`src/rtl/uart_tx_fifo_if.sv`:
```
// Valid/ready word stream from the on-chip data source into the UART transmitter.
interface uart_tx_fifo_if #(
    parameter int unsigned DATA_BITS = 8
);
    logic                 tx_valid;
    logic [DATA_BITS-1:0] tx_data;
    logic                 tx_ready;

    modport master (output tx_valid, output tx_data, input tx_ready);
    modport slave  (input tx_valid, input tx_data, output tx_ready);
endinterface

```
`src/rtl/uart_tx_fifo.sv`:
```
// Parametrised UART transmitter with a small input FIFO and back-to-back framing.
// Optional parity bit after the data bits when UART_TX_PARITY_EN is defined.
module uart_tx_fifo #(
    parameter int unsigned DATA_BITS  = 8,
    parameter int unsigned FIFO_DEPTH = 4,
    parameter int unsigned DIV_WIDTH  = 16
) (
    input  logic                        uart_clock,
    input  logic                        uart_reset,
    uart_tx_fifo_if.slave               tx_if,
    input  logic [DIV_WIDTH-1:0]        baud_div,
    input  logic                        two_stop,
    input  logic                        parity_odd,
    output logic                        uart_d_out,
    output logic                        uart_tx_busy,
    output logic [$clog2(FIFO_DEPTH):0] fifo_count
);
    localparam int unsigned PTR_W = $clog2(FIFO_DEPTH);
    localparam int unsigned CNT_W = PTR_W + 1;
    localparam int unsigned BIT_W = $clog2(DATA_BITS);

    typedef enum logic [2:0] {
        ST_IDLE   = 3'd0,
        ST_START  = 3'd1,
        ST_DATA   = 3'd2,
`ifdef UART_TX_PARITY_EN
        ST_PARITY = 3'd3,
`endif
        ST_STOP   = 3'd4
    } state_e;

    state_e               state_q, state_d;
    logic [DATA_BITS-1:0] shift_q, shift_d;
    logic [DIV_WIDTH-1:0] div_q, div_d;
    logic [DIV_WIDTH-1:0] baud_cnt_q, baud_cnt_d;
    logic                 two_stop_q, two_stop_d;
    logic [BIT_W-1:0]     bit_q, bit_d;
    logic [PTR_W-1:0]     wr_ptr_q, wr_ptr_d;
    logic [PTR_W-1:0]     rd_ptr_q, rd_ptr_d;
    logic [CNT_W-1:0]     count_q, count_d;
    logic                 ready_q, ready_d;
    logic                 busy_q, busy_d;
    logic                 d_out_q, d_out_d;
    logic [DATA_BITS-1:0] mem_q [FIFO_DEPTH];
    logic                 push, pop, tick, last_stop;

`ifdef UART_TX_PARITY_EN
    logic                 par_q, par_d;
`else
    logic                 unused_parity;
    assign unused_parity = parity_odd;
`endif

    // Next-state, FIFO bookkeeping and registered output values.
    always_comb begin
        state_d    = state_q;
        shift_d    = shift_q;
        div_d      = div_q;
        two_stop_d = two_stop_q;
        bit_d      = bit_q;
        wr_ptr_d   = wr_ptr_q;
        rd_ptr_d   = rd_ptr_q;
        count_d    = count_q;
`ifdef UART_TX_PARITY_EN
        par_d      = par_q;
`endif
        pop        = 1'b0;
        push       = tx_if.tx_valid & ready_q;
        tick       = (baud_cnt_q == div_q);
        baud_cnt_d = tick ? '0 : baud_cnt_q + DIV_WIDTH'(1);
        last_stop  = !two_stop_q || (bit_q != '0);

        case (state_q)
            ST_IDLE: begin
                baud_cnt_d = '0;
                pop        = (count_q != '0);
            end
            ST_START: begin
                if (tick) begin
                    state_d = ST_DATA;
                    bit_d   = '0;
                end
            end
            ST_DATA: begin
                if (tick) begin
                    if (bit_q == BIT_W'(DATA_BITS - 1)) begin
`ifdef UART_TX_PARITY_EN
                        state_d = ST_PARITY;
`else
                        state_d = ST_STOP;
`endif
                        bit_d   = '0;
                    end else begin
                        shift_d = shift_q >> 1;
                        bit_d   = bit_q + BIT_W'(1);
                    end
                end
            end
`ifdef UART_TX_PARITY_EN
            ST_PARITY: begin
                if (tick) begin
                    state_d = ST_STOP;
                    bit_d   = '0;
                end
            end
`endif
            ST_STOP: begin
                if (tick) begin
                    if (last_stop) begin
                        // Chain straight into the next frame when a word is waiting.
                        pop     = (count_q != '0);
                        state_d = ST_IDLE;
                    end else begin
                        bit_d = bit_q + BIT_W'(1);
                    end
                end
            end
            default: state_d = ST_IDLE;
        endcase

        // Frame start: load head word and freeze the per-frame settings.
        if (pop) begin
            state_d    = ST_START;
            shift_d    = mem_q[rd_ptr_q];
            div_d      = baud_div;
            two_stop_d = two_stop;
            bit_d      = '0;
            baud_cnt_d = '0;
            rd_ptr_d   = rd_ptr_q + PTR_W'(1);
`ifdef UART_TX_PARITY_EN
            par_d      = ^mem_q[rd_ptr_q] ^ parity_odd;
`endif
        end

        if (push) begin
            wr_ptr_d = wr_ptr_q + PTR_W'(1);
        end

        case ({push, pop})
            2'b10:   count_d = count_q + CNT_W'(1);
            2'b01:   count_d = count_q - CNT_W'(1);
            default: count_d = count_q;
        endcase

        ready_d = (count_d != CNT_W'(FIFO_DEPTH));
        busy_d  = (state_d != ST_IDLE) || (count_d != '0);

        case (state_d)
            ST_START:  d_out_d = 1'b0;
            ST_DATA:   d_out_d = shift_d[0];
`ifdef UART_TX_PARITY_EN
            ST_PARITY: d_out_d = par_d;
`endif
            default:   d_out_d = 1'b1;
        endcase
    end

    always_ff @(posedge uart_clock) begin
        if (!uart_reset) begin
            state_q    <= ST_IDLE;
            shift_q    <= '0;
            div_q      <= '0;
            baud_cnt_q <= '0;
            two_stop_q <= 1'b0;
            bit_q      <= '0;
            wr_ptr_q   <= '0;
            rd_ptr_q   <= '0;
            count_q    <= '0;
            ready_q    <= 1'b1;
            busy_q     <= 1'b0;
            d_out_q    <= 1'b1;
`ifdef UART_TX_PARITY_EN
            par_q      <= 1'b0;
`endif
        end else begin
            state_q    <= state_d;
            shift_q    <= shift_d;
            div_q      <= div_d;
            baud_cnt_q <= baud_cnt_d;
            two_stop_q <= two_stop_d;
            bit_q      <= bit_d;
            wr_ptr_q   <= wr_ptr_d;
            rd_ptr_q   <= rd_ptr_d;
            count_q    <= count_d;
            ready_q    <= ready_d;
            busy_q     <= busy_d;
            d_out_q    <= d_out_d;
`ifdef UART_TX_PARITY_EN
            par_q      <= par_d;
`endif
        end
    end

    // Storage needs no reset; count and pointers define what is valid.
    always_ff @(posedge uart_clock) begin
        if (push) begin
            mem_q[wr_ptr_q] <= tx_if.tx_data;
        end
    end

    assign tx_if.tx_ready = ready_q;
    assign uart_d_out     = d_out_q;
    assign uart_tx_busy   = busy_q;
    assign fifo_count     = count_q;

endmodule

```
`src/flat_wrapper.sv`:
```
// flat-port wrapper written by rule: the top's interface ports become plain ports
module uart_tx_fifo_flat 
#(
    parameter int unsigned DATA_BITS  = 8,
    parameter int unsigned FIFO_DEPTH = 4,
    parameter int unsigned DIV_WIDTH  = 16
)
  (uart_clock, uart_reset, baud_div, two_stop, parity_odd, uart_d_out, uart_tx_busy, fifo_count, tx_if_tx_valid, tx_if_tx_data, tx_if_tx_ready);
  uart_tx_fifo_if #(.DATA_BITS(DATA_BITS)) tx_if_i ();
  input  logic uart_clock;
  input  logic uart_reset;
  input  logic [DIV_WIDTH-1:0] baud_div;
  input  logic two_stop;
  input  logic parity_odd;
  output logic uart_d_out;
  output logic uart_tx_busy;
  output logic [$clog2(FIFO_DEPTH):0] fifo_count;
  input wire logic [$bits(tx_if_i.tx_valid)-1:0] tx_if_tx_valid;
  input wire logic [$bits(tx_if_i.tx_data)-1:0] tx_if_tx_data;
  output wire logic [$bits(tx_if_i.tx_ready)-1:0] tx_if_tx_ready;
  assign tx_if_i.tx_valid = tx_if_tx_valid;
  assign tx_if_i.tx_data = tx_if_tx_data;
  assign tx_if_tx_ready = tx_if_i.tx_ready;
  uart_tx_fifo #(.DATA_BITS(DATA_BITS), .FIFO_DEPTH(FIFO_DEPTH), .DIV_WIDTH(DIV_WIDTH)) u_core (.uart_clock(uart_clock), .uart_reset(uart_reset), .tx_if(tx_if_i), .baud_div(baud_div), .two_stop(two_stop), .parity_odd(parity_odd), .uart_d_out(uart_d_out), .uart_tx_busy(uart_tx_busy), .fifo_count(fifo_count));
endmodule
```
`config.mk`:
```
export PLATFORM = sky130hd
export DESIGN_NAME = uart_tx_fifo_flat
export DESIGN_NICKNAME = d
export VERILOG_FILES = /design/src/rtl/uart_tx_fifo_if.sv /design/src/rtl/uart_tx_fifo.sv /design/src/flat_wrapper.sv
export SDC_FILE = /design/constraint.sdc
export NUM_CORES = 1
export LEC_CHECK = 0
export CELL_PAD_IN_SITES_DETAIL_PLACEMENT = 1
export CELL_PAD_IN_SITES_GLOBAL_PLACEMENT = 1
export CORE_MARGIN = 1
export CORE_UTILIZATION = 35
export CTS_CLUSTER_SIZE = 16
export DETAILED_ROUTE_END_ITERATION = 16
export PLACE_DENSITY = 0.61
export SKIP_CTS_REPAIR_TIMING = 1
export SLEW_MARGIN = 15
export SYNTH_ARGS = -nofsm -noshare
export SYNTH_HDL_FRONTEND = slang
export SYNTH_SLANG_ARGS = --single-unit
```
`constraint.sdc`:
```
create_clock -name uart_clock -period 8.72 [get_ports uart_clock]
set_input_delay 1.744 -clock uart_clock [delete_from_list [all_inputs] [get_ports uart_clock]]
set_output_delay 1.744 -clock uart_clock [all_outputs]
set_load 0.005 [all_outputs]
```
Word-level counts from Yosys, hierarchy flattened
Memories as Yosys holds them, arrays and structs flattened. A register that Yosys moved wholly into a read port is not among the register bits.
Cells that the tools add are included.
{"block": "classes", "add_sub_neg": 6, "n_eq_ne": 15, "muxes": 26, "bitwise_logic": 2, "n_reduce_logical": 15}
{"operator": "3-bit 2-to-1 mux", "n": 11}
{"operator": "8-bit 2-to-1 mux", "n": 4}
{"operator": "16-bit by 1-bit adder with 16-bit output, second input constant", "n": 1}
{"operator": "16-bit == test", "n": 1}
{"operator": "3-bit nonzero test", "n": 5}
{"operator": "3-bit one-hot mux with 4 select lines", "n": 1}
{"operator": "3-bit one-hot mux with 3 select lines", "n": 1}
{"operator": "2-bit by 1-bit != test with 1-bit output, second input constant", "n": 4}
{"operator": "3-bit by 1-bit adder with 3-bit output, second input constant", "n": 2}
{"operator": "3-bit by 1-bit == test with 1-bit output, second input constant", "n": 2}
{"operator": "3-bit by 2-bit == test with 1-bit output, second input constant", "n": 2}
{"operator": "3-bit == test, second input constant", "n": 2}
{"operator": "3-bit one-hot mux with 2 select lines", "n": 1}
{"operator": "5-bit AND reduction", "n": 1}
{"operator": "2-bit by 1-bit adder with 2-bit output, second input constant", "n": 2}
{"operator": "1-bit 2-to-1 mux", "n": 4}
{"operator": "2-bit 2-to-1 mux", "n": 2}
{"operator": "1-bit one-hot mux with 2 select lines", "n": 2}
{"operator": "2-bit nonzero test", "n": 2}
{"operator": "4-bit OR reduction", "n": 1}
{"operator": "3-bit logical NOT", "n": 1}
{"operator": "3-bit != test, second input constant", "n": 1}
{"operator": "3-bit AND reduction", "n": 1}
{"operator": "3-bit by 1-bit subtractor with 3-bit output, second input constant", "n": 1}
{"operator": "other kinds (8)", "n": 9}
{"block": "word_totals", "regBits": 57, "ramBits": 32, "in_bits": 29, "output_inout_bits": 6, "elab_cells": 78, "n_memories": 1}
{"name": "u_core.mem_q", "depth": 4, "word_bits": 8, "rd": 1, "rd_ports_with_merged_regs": 1, "write_ports": 1, "line_no": "uart_tx_fifo.sv:44", "source": "logic [DATA_BITS-1:0] mem_q [FIFO_DEPTH];"}

Longest topological paths before layout
{"block": "depth", "ltp_word": 9, "mapped_depth": 14}

Worst setup path before layout
No wires, ideal clock.
{"block": "synth_path", "path_type": "input to register", "start": "input port tx_if_tx_valid", "end": "register u_core.busy_q, in the netlist u_core.uart_tx_busy", "setup_time_ps": 120, "arrival_ps": 3218, "required_time_ps": 8600, "slack_ps": 5382, "stages": 8, "path_cell_list": "nand2_1 ha_1 fa_1 xnor2_1 xor2_1 and2_1 o21ai_1 o31a_1"}
{"block": "synth_via", "elab_chain_len": 5, "elab_cells_between_ends": 6, "classes_between": "eq/ne (2); mux (1); bitwise (1); reduce/logical (2)"}
{"element": "start: declaration", "line_no": "flat_wrapper.sv:18", "source": "input wire logic [$bits(tx_if_i.tx_valid)-1:0] tx_if_tx_valid;"}
{"element": "1-bit bitwise AND *", "line_no": "uart_tx_fifo.sv:68", "source": "push = tx_if.tx_valid & ready_q;"}
{"element": "2-bit by 1-bit == test with 1-bit output or 2-bit == test (tied branches)", "line_no": "uart_tx_fifo.sv:139", "source": "case ({push, pop})"}
{"element": "3-bit one-hot mux with 2 select lines *", "line_no": "uart_tx_fifo.sv:139"}
{"element": "3-bit nonzero test *", "line_no": "uart_tx_fifo.sv:146", "source": "busy_d = (state_d != ST_IDLE) || (count_d != '0);"}
{"element": "1-bit logical OR *", "line_no": "uart_tx_fifo.sv:146"}
{"element": "end signal: assignment", "line_no": "uart_tx_fifo.sv:186", "source": "busy_q <= busy_d;"}
{"element": "end: declaration", "line_no": "uart_tx_fifo.sv:42", "source": "logic busy_q, busy_d;"}
Every way passes the cells marked *; elsewhere a longest branch is shown, timed or not.
A chain may end at the register's enable or synchronous reset.

Final worst setup path
{"block": "layout_path", "start": "register u_core.baud_cnt_q[7]", "end": "register u_core.busy_q, in the netlist u_core.uart_tx_busy"}
{"block": "layout_via", "elab_chain_len": 7, "elab_cells_between_ends": 14, "classes_between": "eq/ne (3); mux (8); reduce/logical (3)"}
{"element": "start: declaration", "line_no": "uart_tx_fifo.sv:35", "source": "logic [DIV_WIDTH-1:0] baud_cnt_q, baud_cnt_d;"}
{"element": "start signal: assignment", "line_no": "uart_tx_fifo.sv:179", "source": "baud_cnt_q <= baud_cnt_d;"}
{"element": "16-bit == test *", "line_no": "uart_tx_fifo.sv:69", "source": "tick = (baud_cnt_q == div_q);"}
{"element": "1-bit 2-to-1 mux", "line_no": "uart_tx_fifo.sv:108", "source": "if (tick) begin"}
{"element": "1-bit one-hot mux with 2 select lines", "line_no": "uart_tx_fifo.sv:73", "source": "case (state_q)"}
{"element": "2-bit by 1-bit == test with 1-bit output or 2-bit == test (tied branches)", "line_no": "uart_tx_fifo.sv:139"}
{"element": "3-bit one-hot mux with 2 select lines", "line_no": "uart_tx_fifo.sv:139"}
{"element": "3-bit nonzero test", "line_no": "uart_tx_fifo.sv:146"}
{"element": "1-bit logical OR *", "line_no": "uart_tx_fifo.sv:146"}
Marks and branches as above.

==> insert_results.sql <==
INSERT INTO impl_metrics (metric_group, metric, value, unit) VALUES
('run_status', 'run_status', 'finished, final reports clean', ''),
('routing', 'route.vias.total', '2564', ''),
('timing', 'fin_setup_tns', '0', 'ps'),
('timing', 'timing.fmax', '266', 'MHz'),
('logic_synthesis', 'synth-xor-area-share', '7.97', '%'),
('cells_and_area', 'design.final.nets', '422', ''),
('cells_and_area', 'syn_to_final_growth', '18.8', '%'),
('floorplan', 'die_height', '108', 'um'),
('logic_synthesis', 'synth_cell_type_count', '45', ''),
('floorplan', 'core-area', '0.0109', 'mm2'),
('logic_synthesis', 'synth_enable_flop_cells', '32', ''),
('cells_and_area', 'finalNonFillerCells', '528', ''),
('global_route', 'gr-usage-all-layers', '15.4', '%'),
('cts', 'worst_skew_pair.late_latency', '340', 'ps'),
('timing', 'final.setup.worst_slack', '4950', 'ps'),
('timing', 'rsz0062_at_grt', 'false', ''),
('logic_synthesis', 'synthDominantAreaCellType', 'sky130_fd_sc_hd__dfxtp_1', ''),
('cts', 'cts_root_buffer', 'sky130_fd_sc_hd__clkbuf_16', ''),
('setup_path', 'critical_path.slowest_cell', 'sky130_fd_sc_hd__nor4_4', ''),
('cells_and_area', 'drive_above_1_share', '7.99', '%'),
('setup_path', 'timing.critical_path.cells', 'xnor2_1 -> nand4_1 -> nor4_4 -> o21ai_2 -> inv_1 -> ha_1 -> fa_1 -> nor3b_1 -> and2_1 -> o21ai_1 -> o31a_1', ''),
('setup_path', 'critical_path_required', '8950', 'ps'),
('logic_synthesis', 'synthMuxAreaShare', '6.90', '%'),
('cts', 'cts-buffers-inserted', '9', ''),
('timing', 'fin_skew', '8.75', 'ps'),
('timing', 'relSlewSlack', '51.3', '%'),
('floorplan', 'initial_utilization', '36.2', '%'),
('setup_path', 'critical-path-max-stage-delay', '670', 'ps'),
('logic_synthesis', 'postSynthCellCount', '354', ''),
('logic_synthesis', 'synthAdderAreaFrac', '3.35', '%'),
('routing', 'drt-vias-per-instance', '4.86', ''),
('cells_and_area', 'antenna-diode-count', '0', ''),
('power_and_ir_drop', 'power_leakage', '0.00172', 'uW'),
('floorplan', 'floorplan.die_area', '0.0117', 'mm2'),
('logic_synthesis', 'synth_top_family_by_area', 'simple AND/OR/NAND/NOR gates', ''),
('logic_synthesis', 'synth_largest_type_area_fraction', '29.9', '%'),
('logic_synthesis', 'post_synth_design_cell_area', '0.00395', 'mm2'),
('setup_path', 'criticalPathCategory', 'reg2reg', ''),
('cts', 'clkSlewWorstSetupHoldPaths', '60', 'ps'),
('routing', 'first_pass_iters', '3', ''),
('cts', 'cts_max_path_buffers', '2', ''),
('logic_synthesis', 'synth_register_bits', '91', ''),
('logic_synthesis', 'top_ff_cell_synth', 'sky130_fd_sc_hd__dfxtp_1', ''),
('global_route', 'grt_antenna_before_repair', '0', ''),
('cts', 'clock_sink_count', '91', ''),
('routing', 'drt.antenna.violating_nets', '0', ''),
('routing', 'drt_iter0_drc', '32', ''),
('cts', 'tritoncts', 'built', ''),
('floorplan', 'top_ports', '35', ''),
('timing', 'timing.final.setup_violations', '0', ''),
('setup_path', 'worst_setup_path_end_kind', 'register', ''),
('place', 'place_hpwl', '5520', 'um'),
('logic_synthesis', 'yosys_warnings', '0', ''),
('logic_synthesis', 'synthesized_netlist_net_count', '393', ''),
('global_route', 'maximum_number_of_pins_on_one_net_before_global_route_repair', '42', ''),
('timing', 'report.final.slew_viol_count', '0', ''),
('logic_synthesis', 'yosys.area_share.simple', '16.0', '%'),
('setup_path', 'critPathArrivalTime', '4000', 'ps'),
('global_route', 'first_global_vias', '2730', ''),
('min_path', 'timing.hold.worst.class', 'reg2reg', ''),
('global_route', 'overall_overflow_remaining_after_global_route', '0', ''),
('power_and_ir_drop', 'maximum_vdd_ir_drop', '168', 'uV'),
('floorplan', 'fp-row-count', '38', ''),
('cts', 'cts-htree-levels', '3', ''),
('place', 'total_instance_count_after_detailed_placement', '512', ''),
('place', 'place_ws', '4620', 'ps'),
('routing', 'drt-total-wl', '8090', 'um'),
('cells_and_area', 'postLayoutCoreUtil', '43.0', '%'),
('setup_path', 'cp_top_family', 'simple AND/OR/NAND/NOR gates', ''),
('timing', 'timing_worst_slew_pin_value', '730', 'ps'),
('setup_path', 'worstSetupStartpointType', 'register', '');
-- final timing paths --
check / startpoint / endpoint / slack (ps) / cells after the start
worst max-delay path: u_core.baud_cnt_q[7] / u_core.uart_tx_busy / 4950 / 11
worst min-delay path: u_core.div_q[0] / u_core.div_q[0] / 480 / 2
worst max register to register: u_core.baud_cnt_q[7] / u_core.uart_tx_busy / 4950 / 11
worst min register to register: u_core.div_q[0] / u_core.div_q[0] / 480 / 2
-- through the flow --
step | area, um2 | total power, uW | hold slack [ps]
final | 4700 | 1480 | 483
after global routing | 4700 | 1590 | 507
after CTS | 4700 | 1520 | 487
after detailed placement | 4390 | 1110 | 476
after global placement | 4390 | 1090 | 465
after floorplan | 3950 | 974 | 449
-- sequential cells by signal, indices dropped and copies added, names as in the netlist, 2 cells and up, named ones only --
register,cells
u_core.wr_ptr_q,2
u_core.mem_q,32
u_core.fifo_count,3
u_core.state_q,3
u_core.div_q,16
u_core.shift_q,8
u_core.rd_ptr_q,2
u_core.bit_q,3
u_core.baud_cnt_q,16
-- report_power, final --
| group | leakage (uW) | switching (uW) | total, uW | internal [uW] |
|---|---|---|---|---|
| clock | 0.000145 | 174 | 400 | 227 |
| combinational | 0.000797 | 277 | 491 | 214 |
| sequential | 0.000775 | 68.2 | 592 | 524 |
-- Yosys cell counts (8+ instances only) --
cell and instances:
sky130_fd_sc_hd__a21boi_0 22, sky130_fd_sc_hd__dfxtp_1 59, sky130_fd_sc_hd__nand2_1 59, sky130_fd_sc_hd__nand3_1 11, sky130_fd_sc_hd__clkbuf_1 9, sky130_fd_sc_hd__nor2_1 24, sky130_fd_sc_hd__mux4_2 8, sky130_fd_sc_hd__and3_1 10
sky130_fd_sc_hd__xnor2_1 26, sky130_fd_sc_hd__xor2_1 10, sky130_fd_sc_hd__ha_1 9, sky130_fd_sc_hd__edfxtp_1 32
-- layer usage --
layer  wire (um)  global-route usage (%)  part of all wire, %  vias to the layer above
li1            -                       -                    -                     1286
met1        3650                    18.3                   45                     1249
met2        4130                    26.7                   51                       23
met3         191                    3.62                  2.4                        6
met4         122                    6.37                  1.5                        0
met5           0                       0                    0                        -
-- placed cells by master, fill, tap and decap left out, types with 8 or more instances in the layout --
cell type,count
sky130_fd_sc_hd__xnor2_1,26
sky130_fd_sc_hd__nor2_1,24
sky130_fd_sc_hd__xor2_1,10
sky130_fd_sc_hd__mux4_2,8
sky130_fd_sc_hd__edfxtp_1,32
sky130_fd_sc_hd__nand3_1,11
sky130_fd_sc_hd__ha_1,9
sky130_fd_sc_hd__clkbuf_16,9
sky130_fd_sc_hd__a21boi_0,22
sky130_fd_sc_hd__and3_1,10
sky130_fd_sc_hd__clkdlybuf4s50_1,33
sky130_fd_sc_hd__dfxtp_1,59
sky130_fd_sc_hd__nand2_1,59
-- tightest hold or removal path, cell delays in order, from the launching register on --
cell	delay [ps]
sky130_fd_sc_hd__dfxtp_1	320
sky130_fd_sc_hd__nand2_1	50
sky130_fd_sc_hd__a21boi_0	60
-- cell type report --
| cell class | instances | area [um2] |
|---|---|---|
| Clock inverter | 7 | 82.6 |
| Inverter | 7 | 26.3 |
| Tap cell | 140 | 175 |
| Timing Repair Buffer | 35 | 345 |
| Fill cell | 1209 | 6240 |
| Multi-Input combinational cell | 239 | 1700 |
| Sequential cell | 91 | 2140 |
| Clock buffer | 9 | 225 |
-- kinds of logic (layout without fill, tap and decap cells) --
group                      Yosys count  after routing
and+or+nand+nor                    131            131
DFF                                 91             91
AOI/OAI and AO/OA                   46             46
xor gates and xnor gates            36             36
buffers and inverters               24             58
muxes                               16             16
adders and majority gates           10             10
No activity file was read; power rests on OpenSTA's default activity.
